**config.mk**
```make
export PLATFORM = sky130hd
export DESIGN_NAME = pipe_hazard_ctrl
export DESIGN_NICKNAME = d
export VERILOG_FILES = /design/src/rtl/hazard_pkg.sv /design/src/rtl/hz_load_use_det.sv /design/src/rtl/pipe_hazard_ctrl.sv
export SDC_FILE = /design/constraint.sdc
export NUM_CORES = 1
export LEC_CHECK = 0
export ABC_AREA = 1
export ABC_CLOCK_PERIOD_IN_PS = 2500
export CAP_MARGIN = 0
export CORE_MARGIN = 2
export CORE_UTILIZATION = 48
export DETAILED_ROUTE_END_ITERATION = 10
export GPL_TIMING_DRIVEN = 1
export PLACE_DENSITY = 0.85
export SLEW_MARGIN = 40
export SYNTH_ARGS = -nofsm -noshare
export SYNTH_HDL_FRONTEND = slang
export SYNTH_HIERARCHICAL = 1
export SYNTH_SLANG_ARGS = --single-unit
```
**constraint.sdc**
```tcl
create_clock -name clk -period 2.5 [get_ports clk]
set_clock_uncertainty 0.15 [all_clocks]
set_input_delay 0.375 -clock clk [delete_from_list [all_inputs] [get_ports clk]]
set_output_delay 0.375 -clock clk [all_outputs]
set_load 0.03 [all_outputs]
```
**src/rtl/hazard_pkg.sv**
```systemverilog
// Shared types and constants for the pipeline hazard controller.
package hazard_pkg;

  localparam int REG_W = 5;
  localparam logic [REG_W-1:0] REG_ZERO = 5'd0;

  typedef enum logic [0:0] {
    RUN     = 1'b0,
    MD_WAIT = 1'b1
  } hz_state_t;

  // One bundle of every pipeline-register control the controller drives.
  typedef struct packed {
    logic pc_we;
    logic ifid_stall;
    logic ifid_flush;
    logic idex_stall;
    logic idex_flush;
    logic exmem_flush;
  } hz_ctrl_t;

endpackage

```
**src/rtl/hz_load_use_det.sv**
```systemverilog
// Combinational load-use detector: the ID instruction reads a register that
// the load in EX has not yet produced. Register 0 never creates a hazard.
module hz_load_use_det
  import hazard_pkg::*;
(
  input  logic [REG_W-1:0] id_rs,
  input  logic [REG_W-1:0] id_rt,
  input  logic             id_uses_rs,
  input  logic             id_uses_rt,
  input  logic             ex_memread,
  input  logic [REG_W-1:0] ex_rd,
  output logic             load_use
);

  logic rs_match;
  logic rt_match;

  assign rs_match = id_uses_rs && (id_rs == ex_rd);
  assign rt_match = id_uses_rt && (id_rt == ex_rd);
  assign load_use = ex_memread && (ex_rd != REG_ZERO) && (rs_match || rt_match);

endmodule

```
**src/rtl/pipe_hazard_ctrl.sv**
```systemverilog
// Stall/flush controller for the 5-stage pipeline: load-use bubbles, EX
// redirects and multi-cycle mul/div freezes, plus two performance counters.
module pipe_hazard_ctrl
  import hazard_pkg::*;
#(
  parameter int MD_LATENCY = 4,
  parameter int CNT_W      = 16
) (
  input  logic             clk,
  input  logic             reset,
  input  logic [REG_W-1:0] id_rs,
  input  logic [REG_W-1:0] id_rt,
  input  logic             id_uses_rs,
  input  logic             id_uses_rt,
  input  logic             ex_memread,
  input  logic [REG_W-1:0] ex_rd,
  input  logic             ex_redirect,
  input  logic             ex_md_start,
  output logic             pc_we,
  output logic             ifid_stall,
  output logic             ifid_flush,
  output logic             idex_stall,
  output logic             idex_flush,
  output logic             exmem_flush,
  output logic             md_busy,
  output logic [CNT_W-1:0] stall_cycles,
  output logic [CNT_W-1:0] redirect_cnt
);

  localparam int MDC_W = (MD_LATENCY > 2) ? $clog2(MD_LATENCY) : 1;

  generate
    if (MD_LATENCY < 2) begin : g_bad_latency
      $error("pipe_hazard_ctrl: MD_LATENCY must be >= 2");
    end
  endgenerate

  hz_state_t        state;
  hz_state_t        state_nxt;
  logic [MDC_W-1:0] md_cnt;
  logic [MDC_W-1:0] md_cnt_nxt;
  logic             load_use;
  logic             redirect_acc;
  hz_ctrl_t         ctrl;

  hz_load_use_det u_load_use_det (
    .id_rs      (id_rs),
    .id_rt      (id_rt),
    .id_uses_rs (id_uses_rs),
    .id_uses_rt (id_uses_rt),
    .ex_memread (ex_memread),
    .ex_rd      (ex_rd),
    .load_use   (load_use)
  );

  // Freeze = hold IF/ID and ID/EX, bubble into EX/MEM while mul/div occupies EX.
  always_comb begin
    ctrl         = '0;
    state_nxt    = state;
    md_cnt_nxt   = md_cnt;
    redirect_acc = 1'b0;
    if (!reset) begin
      case (state)
        RUN: begin
          if (ex_redirect) begin
            ctrl.pc_we      = 1'b1;
            ctrl.ifid_flush = 1'b1;
            ctrl.idex_flush = 1'b1;
            redirect_acc    = 1'b1;
          end else if (ex_md_start) begin
            ctrl.ifid_stall  = 1'b1;
            ctrl.idex_stall  = 1'b1;
            ctrl.exmem_flush = 1'b1;
            state_nxt        = MD_WAIT;
            md_cnt_nxt       = MDC_W'(MD_LATENCY - 2);
          end else if (load_use) begin
            ctrl.ifid_stall = 1'b1;
            ctrl.idex_flush = 1'b1;
          end else begin
            ctrl.pc_we = 1'b1;
          end
        end
        MD_WAIT: begin
          if (md_cnt != '0) begin
            ctrl.ifid_stall  = 1'b1;
            ctrl.idex_stall  = 1'b1;
            ctrl.exmem_flush = 1'b1;
            md_cnt_nxt       = md_cnt - MDC_W'(1);
          end else begin
            ctrl.pc_we = 1'b1;
            state_nxt  = RUN;
          end
        end
        default: state_nxt = RUN;
      endcase
    end
  end

  always_ff @(posedge clk or posedge reset) begin
    if (reset) begin
      state        <= RUN;
      md_cnt       <= '0;
      stall_cycles <= '0;
      redirect_cnt <= '0;
    end else begin
      state  <= state_nxt;
      md_cnt <= md_cnt_nxt;
      if (!ctrl.pc_we) stall_cycles <= stall_cycles + CNT_W'(1);
      if (redirect_acc) redirect_cnt <= redirect_cnt + CNT_W'(1);
    end
  end

  assign pc_we       = ctrl.pc_we;
  assign ifid_stall  = ctrl.ifid_stall;
  assign ifid_flush  = ctrl.ifid_flush;
  assign idex_stall  = ctrl.idex_stall;
  assign idex_flush  = ctrl.idex_flush;
  assign exmem_flush = ctrl.exmem_flush;
  assign md_busy     = (state == MD_WAIT);

endmodule

```
==> impl_results.md <==
* Met2 Track Usage GR at about a third
* Sequential area share after synthesis at between 40% and 50%
* Synth async-reset ratio at 100%
* Worst slew pin tran at between 0.3 and 0.4 ns
* HP Class: flip-flop to flip-flop
* Mapped Area at around 2100 um^2
* Max Cap Viol at 0
* Slew Limit Fails at 0
* Status: completed
* Die Ht at 70.6 um
* Crit path largest cell delay at about 0.50 ns
* Pin count of the biggest net entering global routing at 27
* Crit path max-delay cell type: clkdlybuf4s50_1
* Clock-pin slew on the worst setup and hold paths at 0.07 ns
* Layout cells sized above 1 at around a tenth
* DP Wirelength at between 3 and 4 mm
* Tmin final at ~2.4 ns
* Slew headroom at ~77%
* Post-synth top area cell: dfrtp_1
* Clk_lat worst skew at just under 0.3 ns
* Residual DRC count at 0
* Number of port buffers at 60
* Die ar. at roughly 5000 um^2
* Pwr per Cell Area at approximately 760 nW/um^2
* Initial antenna violation count at 0
* CP delay by family, top: buffers and inverters
* Buffers & Inverters on Critical Path at 4
* Die width at between 70 and 80 um
* Synth cell types at 28
* GP Congestion at 0.875
* CTS resizes at 0
* # rows at 24
* CP required at slightly below 2 ns
* DRT Pass-1 Iters at 4
* Clk buf depth at 2
* Grt total ovfl at 0
* Level count of the clock H-tree at 2
* Worst setup EP type: primary output
* Vias in the first global route at ~1800
* FF/Latch Area at just under 900 um^2
* CTS tree: yes
* I/O pin count at 61
* Startpoint Class: primary input
* Antenna cells at 0
* Fraction of synthesized cell area taken by the top area cell type at between 40% and 50%
* Drt total wl at 4.72 mm
* Vias per cell at ~5
* Post-Syn Nets at around 320
* Vias after detailed routing at slightly above 2000
* Synth Flop Type: dfrtp_1
* FF+latch count, synth at 35
* Post-CTS Setup Inserts at 0
* Crit path max fanout at 3
* Final net count at 384
* Routed len/inst at 11.5 um
* Total GRT Usage at 19.7%
* CTS Hold Bufs at 0
* Crit path kind: primary input to primary output
* P_leak at roughly 1.4 nW
* Root buffer cell: clkbuf_8
* Total power at around 2.2 mW
* Yosys Warn Count at 6
* Global-route wire length before repair at 7.78 mm
* Average size of a mapped cell at ~7.3 um^2
* CTS Buf Count at 5
* Core footprint at 4320 um^2
* Area contributors post-synth: dfrtp_1 41%, nand2_1 17%, inv_1 8.1%
* WHS at 0.364 ns
* GRT Max-Usage Layer: met2
* Fillers at between 300 and 400
* List of most frequent post-synthesis cells: 95 x nand2_1, 46 x inv_1, 35 x dfrtp_1
* Drt initial violations at 99
* Core Util, Final at between 60% and 70%
* Synthesized instance count at between 200 and 300
* Final Hold Fails at 0
* Initial Util at 49.2%
* Maximum vdd drop at ~0.66 mV
* Area growth, synth to finish at 34.6%
* CP Cell Sequence: clkdlybuf4s50_1 > inv_1 > nand2_1 > nand2_1 > nor2_1 > nand3_1 > a21oi_2 > o21ai_2 > nand3_4 > inv_1 > buf_4
* Final worst path period share at a little over nine tenths
* Number of synthesized flops with an enable pin at 0
* Met3 usage at around 4.3%
* Area of the multi-input gates at around 1000 um^2
* Max Freq at ~420 MHz
* Most common cell in the synthesized netlist: nand2_1
* Number of nets with antenna violations after detailed routing at 0
* Setup Viol. Count Final at 0
* TritonCTS Sinks at 35
* Worst Path Arrival at approximately 1.9 ns
* GR met1 Demand/Resource at 22.8%
## worst reg2reg max path, stage by stage, from the launching register on
cell and delay (ns):
dfrtp_1 0.47, ha_1 0.26, nand3_1 0.14, nor2_1 0.30
nand2_1 0.11, xnor2_1 0.14
## kinds of logic after synthesis
| group | share of synthesized area [%] |
|---|---|
| xor gates and xnor gates | 6.94 |
| AOI/OAI and AO/OA | 3.06 |
| DFF | 41.2 |
| buffers and inverters | 10.1 |
| and+or+nand+nor | 37.0 |
| adders and majority gates | 1.76 |
## worst paths after layout
check,from,end,slack (ns),cells past startpoint
worst max-delay path,ex_rd[1],pc_we,0.1,11
worst min-delay path,stall_cycles[15],stall_cycles[15],0.36,2
worst max register to register,stall_cycles[0],stall_cycles[8],0.82,5
worst min register to register,stall_cycles[15],stall_cycles[15],0.36,2
max in group asynchronous,reset,redirect_cnt[13],1.42,3
min in group asynchronous,reset,stall_cycles[15],0.44,3
## where the power goes
| part | internal, mW | switching, mW |
|---|---|---|
| clock network | 0.185 | 0.189 |
| logic | 0.394 | 0.567 |
| registers | 0.691 | 0.153 |
## placed cells by master, fill, tap and decap left out
cell type,synthesis,routed
clkdlybuf4s50_1,0,52
clkbuf_1,0,1
nand2_1,95,95
o21ai_2,1,1
nor2_1,29,27
nor2_2,4,6
nand2_2,3,3
xnor2_1,6,6
o21bai_1,1,1
o21ai_0,5,5
nand3_1,17,17
nand2_4,1,1
xor2_2,1,1
or2_4,1,1
nor2_4,2,2
nand3b_1,2,2
inv_1,46,45
nor3_1,6,6
nand4_1,14,14
dlymetal6s2s_1,0,2
inv_2,2,3
nand3_4,1,1
clkbuf_8,0,5
a21oi_2,0,2
xor2_1,9,9
dfrtp_1,35,35
a31o_2,1,1
o21ai_1,1,1
buf_4,1,10
ha_1,3,3
## per-layer routing
metal	vias to the layer above	routed length, um	share of wire (%)
li1	1035	-	-
met1	949	2040	43
met2	69	2310	49
met3	12	250	5.3
met4	0	118	2.5
met5	-	0	0
## cell type report
type / instances / share of cell area, %
clock buffer: 6 / 2.53
inverter: 48 / 6.29
multi-input combinational: 205 / 36.7
sequential: 35 / 30.6
tap: 52 / 2.27
timing repair buffer: 64 / 21.7
## metrics by stage
stage / instance area [um^2] / std cells / worst slack (ns) / setup TNS [ns]
2_1_floorplan: 2130 / 291 / 0.111 / 0
3_3_place_gp: 2770 / 404 / 0.0689 / 0
3_5_place_dp: 2770 / 404 / 0.0207 / 0
4_1_cts: 2850 / 410 / 0.0140 / 0
5_1_grt: 2860 / 410 / -0.00418 / -0.00418
6_report: 2860 / 410 / 0.0991 / 0
## flip-flops by register name (all words and copies together) (netlist names)
register and cells:
redirect_cnt 16, stall_cycles 16, md_cnt 2, md_busy 1
No activity file was read; power rests on OpenSTA's default activity.
